[src/rtl/layer_motion_sequencer.sv]
// Per-frame layer motion/animation walker that owns the layer header controller port.
// Optional build macro LAYER_MOTION_SATURATE_EN: saturate X/Y updates instead of wrapping.
module layer_motion_sequencer #(
    parameter int VEL_SHIFT  = 6,
    parameter int NUM_LAYERS = 32
) (
    input  logic        clk,
    input  logic        reset,
    input  logic        frameStart,
    input  logic        hostReq,
    input  logic        hostWrite,
    input  logic [4:0]  hostLayer,
    input  logic [2:0]  hostIndex,
    input  logic [15:0] hostWriteData,
    output logic        hostAck,
    output logic [15:0] hostReadData,
    output logic [4:0]  hdrLayer,
    output logic [2:0]  hdrIndex,
    output logic [15:0] hdrWriteData,
    output logic        hdrWriteEn,
    input  logic [15:0] hdrReadData,
    output logic        busy,
    output logic        updateDone,
    output logic        frameOverrun
);

    typedef enum logic [3:0] {
        IDLE, HOST, RD_FLAGS, RD_X, RD_Y, RD_VX, RD_VY, RD_ANIM,
        WR_X, WR_Y, WR_ANIM, NEXT, DONE
    } state_t;

    localparam logic [4:0] LAST_LAYER = 5'(NUM_LAYERS - 1);

    state_t      state_reg, state_next;
    logic [4:0]  layer_reg;
    logic        pending_reg;
    logic        overrun_reg;
    logic        anim_en_reg;
    logic [15:0] x_reg, y_reg, vx_reg, vy_reg, anim_reg;
    logic        host_ack_reg;
    logic [15:0] host_rdata_reg;

    logic        start_update;
    logic [8:0]  cur_inc;
    logic [7:0]  next_frame;

    function automatic logic [15:0] advance(input logic [15:0] pos, input logic [15:0] vel);
        logic signed [15:0] step;
`ifdef LAYER_MOTION_SATURATE_EN
        logic [16:0] sum;
        step = $signed(vel) >>> VEL_SHIFT;
        sum  = {pos[15], pos} + {step[15], step};
        // A 17-bit result whose top two bits disagree has left the 16-bit range.
        if (sum[16] != sum[15])
            return sum[16] ? 16'h8000 : 16'h7FFF;
        return sum[15:0];
`else
        step = $signed(vel) >>> VEL_SHIFT;
        return pos + step;
`endif
    endfunction

    assign start_update = (state_reg == IDLE) && (frameStart || pending_reg);
    assign cur_inc      = {1'b0, anim_reg[15:8]} + 9'd1;
    assign next_frame   = ((anim_reg[7:0] == 8'd0) || (cur_inc >= {1'b0, anim_reg[7:0]}))
                          ? 8'd0 : cur_inc[7:0];

    always_ff @(posedge clk or negedge reset) begin
        if (!reset) begin
            state_reg <= IDLE;
        end else begin
            state_reg <= state_next;
        end
    end

    always_comb begin
        state_next = state_reg;
        case (state_reg)
            IDLE: begin
                if (start_update)
                    state_next = RD_FLAGS;
                else if (hostReq && !host_ack_reg)
                    state_next = HOST;
            end
            HOST:     state_next = IDLE;
            RD_FLAGS: state_next = (hdrReadData[0] && hdrReadData[1]) ? RD_X : NEXT;
            RD_X:     state_next = RD_Y;
            RD_Y:     state_next = RD_VX;
            RD_VX:    state_next = RD_VY;
            RD_VY:    state_next = RD_ANIM;
            RD_ANIM:  state_next = WR_X;
            WR_X:     state_next = WR_Y;
            WR_Y:     state_next = anim_en_reg ? WR_ANIM : NEXT;
            WR_ANIM:  state_next = NEXT;
            NEXT:     state_next = (layer_reg == LAST_LAYER) ? DONE : RD_FLAGS;
            DONE:     state_next = IDLE;
            default:  state_next = IDLE;
        endcase
    end

    always_comb begin
        hdrLayer     = 5'd0;
        hdrIndex     = 3'd0;
        hdrWriteData = 16'd0;
        hdrWriteEn   = 1'b0;
        updateDone   = 1'b0;
        case (state_reg)
            HOST: begin
                hdrLayer     = hostLayer;
                hdrIndex     = hostIndex;
                hdrWriteData = hostWriteData;
                hdrWriteEn   = hostWrite;
            end
            RD_FLAGS: begin hdrLayer = layer_reg; hdrIndex = 3'd0; end
            RD_X:     begin hdrLayer = layer_reg; hdrIndex = 3'd3; end
            RD_Y:     begin hdrLayer = layer_reg; hdrIndex = 3'd4; end
            RD_VX:    begin hdrLayer = layer_reg; hdrIndex = 3'd5; end
            RD_VY:    begin hdrLayer = layer_reg; hdrIndex = 3'd6; end
            RD_ANIM:  begin hdrLayer = layer_reg; hdrIndex = 3'd7; end
            WR_X: begin
                hdrLayer     = layer_reg;
                hdrIndex     = 3'd3;
                hdrWriteData = advance(x_reg, vx_reg);
                hdrWriteEn   = 1'b1;
            end
            WR_Y: begin
                hdrLayer     = layer_reg;
                hdrIndex     = 3'd4;
                hdrWriteData = advance(y_reg, vy_reg);
                hdrWriteEn   = 1'b1;
            end
            WR_ANIM: begin
                hdrLayer     = layer_reg;
                hdrIndex     = 3'd7;
                hdrWriteData = {next_frame, anim_reg[7:0]};
                hdrWriteEn   = 1'b1;
            end
            DONE:     updateDone = 1'b1;
            default:  ;
        endcase
    end

    assign busy         = (state_reg != IDLE);
    assign hostAck      = host_ack_reg;
    assign hostReadData = host_rdata_reg;
    assign frameOverrun = overrun_reg;

    always_ff @(posedge clk or negedge reset) begin
        if (!reset) begin
            layer_reg      <= 5'd0;
            pending_reg    <= 1'b0;
            overrun_reg    <= 1'b0;
            anim_en_reg    <= 1'b0;
            x_reg          <= 16'd0;
            y_reg          <= 16'd0;
            vx_reg         <= 16'd0;
            vy_reg         <= 16'd0;
            anim_reg       <= 16'd0;
            host_ack_reg   <= 1'b0;
            host_rdata_reg <= 16'd0;
        end else begin
            // Only one frame may queue behind a running update; further pulses are lost.
            if (busy && frameStart) begin
                if (pending_reg)
                    overrun_reg <= 1'b1;
                else
                    pending_reg <= 1'b1;
            end else if (start_update) begin
                pending_reg <= 1'b0;
            end

            if (start_update)
                layer_reg <= 5'd0;
            else if (state_reg == NEXT && layer_reg != LAST_LAYER)
                layer_reg <= layer_reg + 5'd1;

            host_ack_reg <= (state_reg == HOST);
            if (state_reg == HOST)
                host_rdata_reg <= hostWrite ? 16'd0 : hdrReadData;

            case (state_reg)
                RD_FLAGS: anim_en_reg <= hdrReadData[3];
                RD_X:     x_reg       <= hdrReadData;
                RD_Y:     y_reg       <= hdrReadData;
                RD_VX:    vx_reg      <= hdrReadData;
                RD_VY:    vy_reg      <= hdrReadData;
                RD_ANIM:  anim_reg    <= hdrReadData;
                default:  ;
            endcase
        end
    end

endmodule

[config.mk]
export PLATFORM = sky130hd
export DESIGN_NAME = layer_motion_sequencer
export DESIGN_NICKNAME = d
export VERILOG_FILES = /design/src/rtl/layer_motion_sequencer.sv
export SDC_FILE = /design/constraint.sdc
export NUM_CORES = 1
export LEC_CHECK = 0
export ABC_CLOCK_PERIOD_IN_PS = 8500
export BUFFER_PORTS_ARGS = -buffer_cell sky130_fd_sc_hd__buf_2
export CELL_PAD_IN_SITES_DETAIL_PLACEMENT = 1
export CELL_PAD_IN_SITES_GLOBAL_PLACEMENT = 1
export CORE_ASPECT_RATIO = 1.4
export CORE_MARGIN = 3
export CORE_UTILIZATION = 30
export DETAILED_ROUTE_END_ITERATION = 6
export PLACE_DENSITY = 0.56
export SYNTH_ARGS = -nofsm -noshare
export SYNTH_HDL_FRONTEND = slang
export SYNTH_SLANG_ARGS = --single-unit
[constraint.sdc]
create_clock -name clk -period 8.5 [get_ports clk]
set_clock_uncertainty 0.15 [all_clocks]
set_input_delay 1.275 -clock clk [delete_from_list [all_inputs] [get_ports clk]]
set_output_delay 1.275 -clock clk [all_outputs]
set_load 0.05 [all_outputs]
==> metrics.txt, run 1 <==
# TYPE chip_impl_metric gauge
chip_impl_metric{name="crit_required",unit="ps"} 7070
chip_impl_metric{name="ctsHoldBuffers",unit=""} 0
chip_impl_metric{name="gpl.final_weighted_congestion",unit=""} 0.853
chip_impl_metric{name="design.final.nets",unit=""} 748
chip_impl_metric{name="route.detailed.vias_per_inst",unit=""} 5.29
chip_impl_metric{name="cts_sinks",unit=""} 97
chip_impl_metric{name="placement.io_buffers",unit=""} 89
chip_impl_metric{name="setup-tns-final",unit="ps"} 0
chip_impl_info{name="unrepaired_setup_endpoints_after_global_routing",value="false"} 1
chip_impl_metric{name="worst-path-max-fanout",unit=""} 7
chip_impl_metric{name="clock_tree.htree_level_count",unit=""} 3
chip_impl_metric{name="postSynthCellCount",unit=""} 569
chip_impl_metric{name="synth_enable_flop_cells",unit=""} 0
chip_impl_metric{name="final-hold-violation-count",unit=""} 0
chip_impl_info{name="cts_root_buf",value="clkbuf_16"} 1
chip_impl_metric{name="insertedDiodeCount",unit=""} 0
chip_impl_metric{name="finalWirelength",unit="µm"} 19100
chip_impl_metric{name="ctsLongestPathBuffers",unit=""} 2
chip_impl_metric{name="via_count_of_the_first_global_routing_pass",unit=""} 5219
chip_impl_metric{name="filler_cell_count",unit=""} 2213
chip_impl_metric{name="dr.pass1.iters",unit=""} 5
chip_impl_info{name="status",value="finished, final reports clean"} 1
chip_impl_metric{name="max_cap_violations",unit=""} 0
chip_impl_metric{name="remaining_drc_errors",unit=""} 0
chip_impl_metric{name="design.die.area",unit="mm²"} 0.0215
chip_impl_metric{name="detailedRoute.firstIterationViolations",unit=""} 339
chip_impl_metric{name="critPathArrivalTime",unit="ps"} 3410
chip_impl_metric{name="core-area",unit="mm²"} 0.0193
chip_impl_metric{name="grt_start_max_net_pins",unit=""} 66
chip_impl_metric{name="multi_input_gate_area",unit="mm²"} 0.00335
chip_impl_metric{name="antenna_found_initial",unit=""} 0
chip_impl_metric{name="pin_count",unit=""} 90
chip_impl_metric{name="numCtsBuffers",unit=""} 9
chip_impl_metric{name="wire_per_inst",unit="µm"} 21.1
chip_impl_metric{name="synth_fp_nets",unit=""} 661
chip_impl_info{name="ys.flop_type",value="dfrtp_1"} 1
chip_impl_metric{name="chipWidth",unit="µm"} 125
chip_impl_info{name="hold_path.class",value="flip-flop to flip-flop"} 1
chip_impl_metric{name="postSynthRegisterBits",unit=""} 97
chip_impl_metric{name="grt_util_all_layers",unit=""} 0.184
chip_impl_info{name="critPathCaptureType",value="primary output"} 1
chip_impl_metric{name="relSlewSlack",unit=""} 0.288
chip_impl_metric{name="synth_area_per_cell",unit="µm²"} 10.4
chip_impl_metric{name="path_clk_slew",unit="ps"} 70
chip_impl_metric{name="detailed_route_via_count",unit=""} 4805
chip_impl_metric{name="worstMarginPinSlew",unit="ps"} 1060
chip_impl_metric{name="finalCritPeriodShare",unit=""} 0.569
chip_impl_metric{name="mappedNetlistArea",unit="mm²"} 0.00592
chip_impl_info{name="criticalPathCategory",value="flip-flop to primary output"} 1
chip_impl_metric{name="cts_repair_resize_count",unit=""} 0
chip_impl_metric{name="synth-warning-count",unit=""} 0
chip_impl_metric{name="period_needed",unit="ps"} 4840
chip_impl_metric{name="maxClockFrequency",unit="GHz"} 0.207
chip_impl_metric{name="grt_pass1_wl",unit="µm"} 30400
chip_impl_metric{name="std_cell_rows",unit=""} 60
chip_impl_metric{name="finalSetupViolations",unit=""} 0
chip_impl_metric{name="synthArstFlopShare",unit=""} 1.00
chip_impl_metric{name="ys_types",unit=""} 53
chip_impl_info{name="tritoncts",value="done"} 1
chip_impl_metric{name="drive_gt1_frac",unit=""} 0.283
chip_impl_metric{name="final_max_slew_viol_count",unit=""} 0
chip_impl_metric{name="regArea",unit="mm²"} 0.00243
chip_impl_metric{name="clk-insertion-delay-late",unit="ps"} 360
chip_impl_info{name="critical_path_start_type",value="flip-flop"} 1
chip_impl_metric{name="synth-seq-area-share",unit=""} 0.410
chip_impl_metric{name="postCtsSetupRepairBufs",unit=""} 0
chip_impl_metric{name="dpl.hpwl",unit="µm"} 14500
chip_impl_metric{name="detail-route-antenna-nets",unit=""} 0
chip_impl_metric{name="initial_utilization",unit=""} 0.307
chip_impl_metric{name="overflow_left_after_global_routing",unit=""} 0
chip_impl_metric{name="syn2layout_area_growth",unit="%"} 17.1
chip_impl_metric{name="die_h",unit="µm"} 172
## worst max-delay path, stage by stage (launching register included)
cell	delay [ps]
dfrtp_1	470
ha_1	280
nand3_1	110
xnor2_1	270
ha_1	310
a22oi_1	180
nand2_1	70
a31oi_1	150
o21ai_1	100
a41oi_1	530
a222oi_1	150
o21ai_0	140
buf_2	300
## routing by layer
metal	vias to the layer above	track usage	wire length (µm)
met1	2417	0.229	8190
li1	2263	-	-
met3	15	0.0303	818
met5	-	0	0
met2	110	0.329	9840
met4	0	0.0529	302
## path summary, 6_finish.rpt
| check | from | endpoint | slack, ps | cells after the start |
|---|---|---|---|---|
| max in group asynchronous | reset | y_reg[14]$_DFFE_PN0P_ | 6220 | 2 |
| min reg2reg | hostReadData[11]$_DFFE_PN0P_ | hostReadData[11]$_DFFE_PN0P_ | 320 | 2 |
| min | hostReadData[11]$_DFFE_PN0P_ | hostReadData[11]$_DFFE_PN0P_ | 320 | 2 |
| max reg2reg | state_reg[2]$_DFFE_PN0P_ | hostReadData[1]$_DFFE_PN0P_ | 5860 | 6 |
| min in group asynchronous | reset | layer_reg[2]$_DFFE_PN0P_ | 730 | 1 |
| max | anim_reg[8]$_DFFE_PN0P_ | hdrWriteData[9] | 3660 | 12 |
## logic make-up after synthesis
family          count (synthesis)  share of synthesized area
buf+inv                        35                     0.0239
simple gates                  150                      0.123
xor+xnor                       38                     0.0562
mux                            69                      0.131
fa+ha+maj                      47                      0.102
compound gates                133                      0.154
flops                          97                      0.410
## cells in the mapped netlist (2+ instances only)
master,n,area share
dfrtp_1,97,0.41
mux2_2,69,0.13
nand2_1,67,0.042
ha_1,45,0.095
a21oi_1,30,0.025
o21ai_0,23,0.019
xnor2_1,21,0.031
nor2_1,20,0.013
inv_1,18,0.011
xor2_1,17,0.025
nand3b_1,16,0.020
nand3_1,13,0.011
a22o_1,9,0.013
a21o_1,8,0.010
buf_2,8,0.0068
clkbuf_1,8,0.0051
a222oi_1,7,0.012
o21ai_1,7,0.0059
a211oi_1,6,0.0076
nand4_1,6,0.0063
nor2b_1,6,0.0063
a221o_1,5,0.0085
a31oi_1,5,0.0053
nand2b_1,5,0.0053
o211ai_1,5,0.0063
a22oi_1,4,0.0051
and2_1,4,0.0042
and3_1,4,0.0042
nor3_1,3,0.0025
o22ai_1,3,0.0032
a21boi_1,2,0.0025
a21oi_2,2,0.0030
a31o_2,2,0.0030
a41oi_1,2,0.0030
fa_1,2,0.0068
nor4_1,2,0.0021
o21bai_1,2,0.0025
## final cells by class
type | count | area share
clock buffers | 9 | 0.0325
clock inverters | 7 | 0.0114
inverters | 19 | 0.0103
multi-input cells | 437 | 0.483
flip-flops and latches | 97 | 0.350
well taps | 248 | 0.0447
repair buffers | 92 | 0.0678
## cells in the final DEF, fill, tap and decap left out, types with 6 or more instances in the layout
cell type,count
buf_2,88
clkbuf_16,9
nor2b_1,6
inv_1,18
a222oi_1,7
a211oi_1,6
nor2_1,20
a21oi_1,30
xnor2_1,21
ha_1,45
a22o_1,9
nand4_1,6
o21ai_0,23
dfrtp_1,97
o21ai_1,7
mux2_2,69
nand3b_1,16
xor2_1,17
nand2_1,67
a21o_1,8
nand3_1,13
## through the flow
stage,instance area (µm²),setup WS [ps],hold WS [ps],utilization,std cells
after floorplan,5920,4170,324,-,569
after global placement,6630,4180,295,0.344,893
after detailed placement,6630,4050,313,0.344,893
after CTS,6930,3650,330,0.359,909
after global routing,6930,3360,355,0.359,909
final,6930,3660,321,0.359,909
Power of run 1 is not shown: default switching activity piles up to over one toggle a cycle in this logic, so the estimate is an artifact.
==> inputs of run 2 (changes only) <==
--- a/config.mk
+++ b/config.mk
@@ -5,7 +5,7 @@
 export SDC_FILE = /design/constraint.sdc
 export NUM_CORES = 1
 export LEC_CHECK = 0
-export ABC_CLOCK_PERIOD_IN_PS = 8500
+export ABC_CLOCK_PERIOD_IN_PS = 4250
 export BUFFER_PORTS_ARGS = -buffer_cell sky130_fd_sc_hd__buf_2
 export CELL_PAD_IN_SITES_DETAIL_PLACEMENT = 1
 export CELL_PAD_IN_SITES_GLOBAL_PLACEMENT = 1
@@ -13,7 +13,7 @@
 export CORE_MARGIN = 3
 export CORE_UTILIZATION = 30
 export DETAILED_ROUTE_END_ITERATION = 6
-export PLACE_DENSITY = 0.56
+export PLACE_DENSITY = 0.58
 export SYNTH_ARGS = -nofsm -noshare
 export SYNTH_HDL_FRONTEND = slang
 export SYNTH_SLANG_ARGS = --single-unit
==> constraint.sdc (replaced) <==
create_clock -name clk -period 4.25 [get_ports clk]
set_clock_uncertainty 0.15 [all_clocks]
set_input_delay 0.6375 -clock clk [delete_from_list [all_inputs] [get_ports clk]]
set_output_delay 0.6375 -clock clk [all_outputs]
set_load 0.05 [all_outputs]
==> run 2 against run 1 <==
- clock-buffer cell count rose by 1
- cell count rose by 0.66%
- critical path depth fell by 2
- non-clock buffer count rose by 6
- sequential cell count did not move
- critical path type unchanged
- die area did not move
- cell area rose by 0.16%
- register-to-register slack got worse by 4300 ps
==> metrics.txt, run 2 (same netlist as run 1, synthesis figures left out) <==
# TYPE chip_impl_metric gauge
chip_impl_metric{name="detailedRoute.firstIterationViolations",unit=""} 294
chip_impl_metric{name="filler_cell_count",unit=""} 2194
chip_impl_metric{name="finalCritPeriodShare",unit=""} 0.940
chip_impl_metric{name="grt_util_all_layers",unit=""} 0.178
chip_impl_metric{name="worst-path-max-fanout",unit=""} 3
chip_impl_metric{name="finalWirelength",unit="µm"} 18900
chip_impl_metric{name="postLayoutSetupSlackWorst",unit="ps"} 253
chip_impl_metric{name="r2r_cells",unit=""} 6
chip_impl_metric{name="initial_utilization",unit=""} 0.307
chip_impl_metric{name="syn2layout_area_growth",unit="%"} 17.3
chip_impl_metric{name="route.detailed.vias_per_inst",unit=""} 5.23
chip_impl_info{name="tritoncts",value="done"} 1
chip_impl_metric{name="grt_pass1_wl",unit="µm"} 29500
chip_impl_info{name="final_cell_mix",value="97 x dfrtp_1, 88 x buf_2, 69 x mux2_2"} 1
chip_impl_metric{name="clock_tree.htree_level_count",unit=""} 3
chip_impl_metric{name="grt_start_max_net_pins",unit=""} 47
chip_impl_metric{name="finish.cell_count_without_fillers",unit=""} 915
chip_impl_info{name="crit_path_frequent_cell",value="a221o_1"} 1
chip_impl_metric{name="design.die.area",unit="mm²"} 0.0215
chip_impl_info{name="hold_path.class",value="input port to asynchronous set/reset pin"} 1
chip_impl_metric{name="crit_required",unit="ps"} 3460
chip_impl_info{name="unrepaired_setup_endpoints_after_global_routing",value="false"} 1
chip_impl_metric{name="regArea",unit="mm²"} 0.00243
chip_impl_metric{name="std_cell_rows",unit=""} 60
chip_impl_info{name="critical_path.top_delay_family",value="compound AO/OA/AOI/OAI gates"} 1
chip_impl_metric{name="pin_count",unit=""} 90
chip_impl_metric{name="overflow_left_after_global_routing",unit=""} 0
chip_impl_metric{name="placement.io_buffers",unit=""} 89
chip_impl_metric{name="antenna_found_initial",unit=""} 0
chip_impl_metric{name="total_instance_count_after_detailed_placement",unit=""} 898
chip_impl_info{name="crit_slowest_cell",value="fa_1"} 1
chip_impl_metric{name="finalSetupViolations",unit=""} 0
chip_impl_metric{name="final_max_slew_viol_count",unit=""} 0
chip_impl_metric{name="dpl.hpwl",unit="µm"} 14400
chip_impl_info{name="status",value="finished, final reports clean"} 1
chip_impl_info{name="critPathCaptureType",value="primary output"} 1
chip_impl_info{name="worstPathCellList",value="ha_1, fa_1, a21oi_2, o21ai_1, a221o_1, a31o_2, xnor2_1, o22ai_1, a221o_1, buf_2"} 1
chip_impl_info{name="cts_root_buf",value="clkbuf_16"} 1
chip_impl_metric{name="via_count_of_the_first_global_routing_pass",unit=""} 5118
chip_impl_metric{name="setup-tns-final",unit="ps"} 0
chip_impl_metric{name="critPathArrivalTime",unit="ps"} 3210
chip_impl_metric{name="maxClockFrequency",unit="GHz"} 0.250
chip_impl_metric{name="finalCoreUtilization",unit=""} 0.360
chip_impl_metric{name="slowest_delay",unit="ps"} 430
chip_impl_info{name="criticalPathCategory",value="flip-flop to primary output"} 1
chip_impl_info{name="critical_path_start_type",value="flip-flop"} 1
chip_impl_metric{name="multi_input_gate_area",unit="mm²"} 0.00336
chip_impl_metric{name="numCtsBuffers",unit=""} 9
chip_impl_metric{name="dr.pass1.iters",unit=""} 5
chip_impl_metric{name="worstPathBufferInverterCount",unit=""} 1
chip_impl_metric{name="detail-route-antenna-nets",unit=""} 0
chip_impl_metric{name="cts_sinks",unit=""} 97
chip_impl_metric{name="core-area",unit="mm²"} 0.0193
chip_impl_metric{name="relSlewSlack",unit=""} 0.371
chip_impl_metric{name="gpl.final_weighted_congestion",unit=""} 0.819
chip_impl_metric{name="ctsLongestPathBuffers",unit=""} 2
chip_impl_metric{name="remaining_drc_errors",unit=""} 0
chip_impl_metric{name="crit_cells",unit=""} 10
chip_impl_metric{name="final-hold-violation-count",unit=""} 0
chip_impl_metric{name="period_needed",unit="ps"} 4000
chip_impl_metric{name="die_h",unit="µm"} 172
chip_impl_metric{name="detailed_route_via_count",unit=""} 4790
chip_impl_metric{name="chipWidth",unit="µm"} 125
chip_impl_metric{name="path_clk_slew",unit="ps"} 80
chip_impl_info{name="most_frequent_standard_cell_in_the_layout_excluding_fill_and_tap_cells",value="dfrtp_1"} 1
chip_impl_metric{name="dp_slack",unit="ps"} 441
chip_impl_metric{name="wire_per_inst",unit="µm"} 20.7
chip_impl_metric{name="design.final.nets",unit=""} 754
chip_impl_metric{name="max_cap_violations",unit=""} 0
chip_impl_metric{name="clk-insertion-delay-late",unit="ps"} 360
chip_impl_metric{name="worstMarginPinSlew",unit="ps"} 942
chip_impl_metric{name="drive_gt1_frac",unit=""} 0.288
-- run 2: cell types whose count changed in the layout (fill, tap and decap cells not counted) --
cell,change
buf_4,+6
clkinv_2,+3
clkinvlp_4,-2
a41oi_1,-1
a41oi_2,+1
bufinv_16,-1
clkbuf_1,+1
clkinv_4,-1
diode_2,+1
inv_6,-1
-- run 2: layout make-up --
cell class	instances	share of cell area
diodes	1	0.000360
clock buffers	10	0.0330
clock inverters	5	0.00450
inverters	19	0.0103
multi-input cells	437	0.484
flip-flops and latches	97	0.349
well taps	248	0.0447
repair buffers	98	0.0742
-- run 2: worst register-to-register path: stages (launching register included) --
cell,delay (ps)
dfrtp_1,530
nor2b_1,320
nand2_1,500
inv_2,490
buf_4,370
nand3b_1,150
nand2_1,80
-- run 2: what timing repair did --
action / 4_1_cts / 5_1_grt
setup endpoints to repair: 0 / 7
gates resized for setup: 0 / 1
buffers inserted: 0 / 1
hold buffers: 0 / 0
-- run 2: per-layer routing --
metal  global-route usage  part of all wire  wire [µm]
met4               0.0510             0.019        366
met1                0.230              0.45       8450
met3               0.0281             0.042        786
met2                0.310              0.49       9320
met5                    0                 0          0
-- run 2: path summary, 6_finish.rpt --
path,startpoint,endpoint,slack [ps]
hold reg to reg,hostReadData[13]$_DFFE_PN0P_,hostReadData[13]$_DFFE_PN0P_,320
setup / recovery,y_reg[0]$_DFFE_PN0P_,hdrWriteData[10],250
setup reg to reg,state_reg[1]$_DFFE_PN0P_,hostReadData[15]$_DFFE_PN0P_,1590
min in group clk,hostReadData[13]$_DFFE_PN0P_,hostReadData[13]$_DFFE_PN0P_,320
hold / removal,reset,layer_reg[0]$_DFFE_PN0P_,150
max in group asynchronous,reset,y_reg[7]$_DFFE_PN0P_,2950
-- run 2: through the flow --
| stage | hold WS, ps | instance area (µm²) |
|---|---|---|
| 6_report | 151 | 6950 |
| 5_1_grt | 200 | 6940 |
| 4_1_cts | 182 | 6930 |
| 3_5_place_dp | 301 | 6670 |
| 3_3_place_gp | 295 | 6670 |
| 2_1_floorplan | 192 | 5920 |
Power of run 2 is left out for the same reason.
==> inputs of run 3 (changes only) <==
--- a/config.mk
+++ b/config.mk
@@ -13,6 +13,7 @@
 export CORE_MARGIN = 3
 export CORE_UTILIZATION = 30
 export DETAILED_ROUTE_END_ITERATION = 6
+export MAX_ROUTING_LAYER = met4
 export PLACE_DENSITY = 0.58
 export SYNTH_ARGS = -nofsm -noshare
 export SYNTH_HDL_FRONTEND = slang
==> run 3 against run 2 <==
- largest cell class unchanged
- global-route usage up 0.49 points
- critical endpoint unchanged
- critical path type unchanged
- cell count down 0.22%
- worst setup slack better by 2.0 ps
- via count up 1.8%
==> metrics.txt, run 3 (same netlist as run 1, synthesis figures left out) <==
# TYPE chip_impl_metric gauge
chip_impl_info{name="status",value="finished, final reports clean"} 1
chip_impl_metric{name="ctsLongestPathBuffers",unit=""} 2
chip_impl_metric{name="dr.pass1.iters",unit=""} 6
chip_impl_metric{name="pin_count",unit=""} 90
chip_impl_metric{name="grt_util_all_layers",unit=""} 0.183
chip_impl_metric{name="chipWidth",unit="µm"} 125
chip_impl_info{name="critPathCaptureType",value="primary output"} 1
chip_impl_metric{name="r2r_cells",unit=""} 6
chip_impl_info{name="hold_path.class",value="input port to asynchronous set/reset pin"} 1
chip_impl_metric{name="syn2layout_area_growth",unit="%"} 17.4
chip_impl_metric{name="design.final.nets",unit=""} 752
chip_impl_info{name="critical_path_start_type",value="flip-flop"} 1
chip_impl_metric{name="final-hold-violation-count",unit=""} 0
chip_impl_metric{name="finalWirelength",unit="µm"} 19000
chip_impl_metric{name="route.detailed.vias_per_inst",unit=""} 5.34
chip_impl_metric{name="crit_required",unit="ps"} 3460
chip_impl_metric{name="dp_slack",unit="ps"} 513
chip_impl_metric{name="cts_sinks",unit=""} 97
chip_impl_metric{name="std_cell_rows",unit=""} 60
chip_impl_metric{name="overflow_left_after_global_routing",unit=""} 0
chip_impl_metric{name="setup-tns-final",unit="ps"} 0
chip_impl_info{name="reg2reg_from",value="state_reg[1]$_DFFE_PN0P_"} 1
chip_impl_metric{name="clk-insertion-delay-late",unit="ps"} 360
chip_impl_metric{name="antenna_found_initial",unit=""} 0
chip_impl_info{name="most_frequent_standard_cell_in_the_layout_excluding_fill_and_tap_cells",value="dfrtp_1"} 1
chip_impl_metric{name="core-area",unit="mm²"} 0.0193
chip_impl_info{name="final_cell_mix",value="97 x dfrtp_1, 88 x buf_2, 69 x mux2_2"} 1
chip_impl_metric{name="clock_tree.htree_level_count",unit=""} 3
chip_impl_metric{name="remaining_drc_errors",unit=""} 0
chip_impl_metric{name="period_needed",unit="ps"} 3990
chip_impl_metric{name="finalCoreUtilization",unit=""} 0.360
chip_impl_metric{name="worst-path-max-fanout",unit=""} 3
chip_impl_metric{name="design.die.area",unit="mm²"} 0.0215
chip_impl_metric{name="max_cap_violations",unit=""} 0
chip_impl_metric{name="critPathArrivalTime",unit="ps"} 3210
chip_impl_metric{name="die_h",unit="µm"} 172
chip_impl_metric{name="via_count_of_the_first_global_routing_pass",unit=""} 5074
chip_impl_metric{name="minimum_setup_slack_among_reg_to_reg_paths",unit="ps"} 1620
chip_impl_metric{name="finalCritPeriodShare",unit=""} 0.940
chip_impl_metric{name="gpl.final_weighted_congestion",unit=""} 0.854
chip_impl_metric{name="placement.io_buffers",unit=""} 89
chip_impl_metric{name="initial_utilization",unit=""} 0.307
chip_impl_metric{name="grt_pass1_wl",unit="µm"} 29400
chip_impl_info{name="worst_setup_path_startpoint",value="y_reg[0]$_DFFE_PN0P_"} 1
chip_impl_metric{name="wire_per_inst",unit="µm"} 20.8
chip_impl_metric{name="postLayoutSetupSlackWorst",unit="ps"} 255
chip_impl_metric{name="detailed_route_via_count",unit=""} 4878
chip_impl_info{name="cts_root_buf",value="clkbuf_16"} 1
chip_impl_metric{name="dpl.hpwl",unit="µm"} 14300
chip_impl_metric{name="path_clk_slew",unit="ps"} 80
chip_impl_metric{name="insertedDiodeCount",unit=""} 0
chip_impl_metric{name="drive_gt1_frac",unit=""} 0.287
chip_impl_metric{name="finalSetupViolations",unit=""} 0
chip_impl_metric{name="final_max_slew_viol_count",unit=""} 0
chip_impl_info{name="tritoncts",value="done"} 1
chip_impl_metric{name="worstMarginPinSlew",unit="ps"} 903
chip_impl_metric{name="ctsHoldBuffers",unit=""} 0
chip_impl_metric{name="grt_start_max_net_pins",unit=""} 66
chip_impl_metric{name="relSlewSlack",unit=""} 0.398
chip_impl_metric{name="maxClockFrequency",unit="GHz"} 0.250
chip_impl_info{name="unrepaired_setup_endpoints_after_global_routing",value="false"} 1
chip_impl_metric{name="detail-route-antenna-nets",unit=""} 0
chip_impl_info{name="criticalPathCategory",value="flip-flop to primary output"} 1
chip_impl_metric{name="numCtsBuffers",unit=""} 9
chip_impl_metric{name="detailedRoute.firstIterationViolations",unit=""} 265
chip_impl_info{name="timing.rr.end",value="hostReadData[15]$_DFFE_PN0P_"} 1
==> run 3: worst max-delay path: stages, from the launching register on <==
cell,delay [ps]
dfrtp_1,380
ha_1,240
fa_1,430
a21oi_2,180
o21ai_1,110
a221o_1,380
a31o_2,300
xnor2_1,200
o22ai_1,100
a221o_1,290
buf_2,220
==> run 3: how the worst max path moves through the flow <==
stage / slack [ps] / cells after the start / end
4_1_cts: 100 / 12 / hdrWriteData[9]
2_1_floorplan: 560 / 9 / hdrWriteData[12]
5_1_grt: 20 / 12 / hdrWriteData[9]
6_report: 260 / 10 / hdrWriteData[10]
3_3_place_gp: 580 / 12 / hdrWriteData[12]
3_5_place_dp: 510 / 12 / hdrWriteData[9]
==> run 3: metal layers <==
metal	GRT usage	wire length, µm	up-vias
met3	0.0213	757	22
met5	-	0	-
met4	0.0682	408	0
met1	0.230	8470	2452
met2	0.305	9370	136
li1	-	-	2268
==> run 3: repair_timing <==
action,4_1_cts,5_1_grt
endpoints found under the setup margin,0,7
resized for setup,0,1
setup buffers,0,0
==> run 3: layout make-up <==
| type | instances | area [µm²] |
|---|---|---|
| Fill cell | 2232 | 12300 |
| Multi-Input combinational cell | 437 | 3360 |
| Sequential cell | 97 | 2430 |
| Timing Repair Buffer | 96 | 500 |
| Tap cell | 248 | 310 |
| Clock buffer | 11 | 243 |
| Inverter | 19 | 71.3 |
| Clock inverter | 5 | 38.8 |
==> run 3: metrics by stage <==
step / instance area (µm²) / hold WS, ps / std cells
after floorplan: 5920 / 192 / 569
after global placement: 6660 / 295 / 897
after detailed placement: 6660 / 304 / 897
after CTS: 6940 / 280 / 913
after global routing: 6950 / 314 / 913
final: 6950 / 245 / 913
Power of run 3 is left out for the same reason.
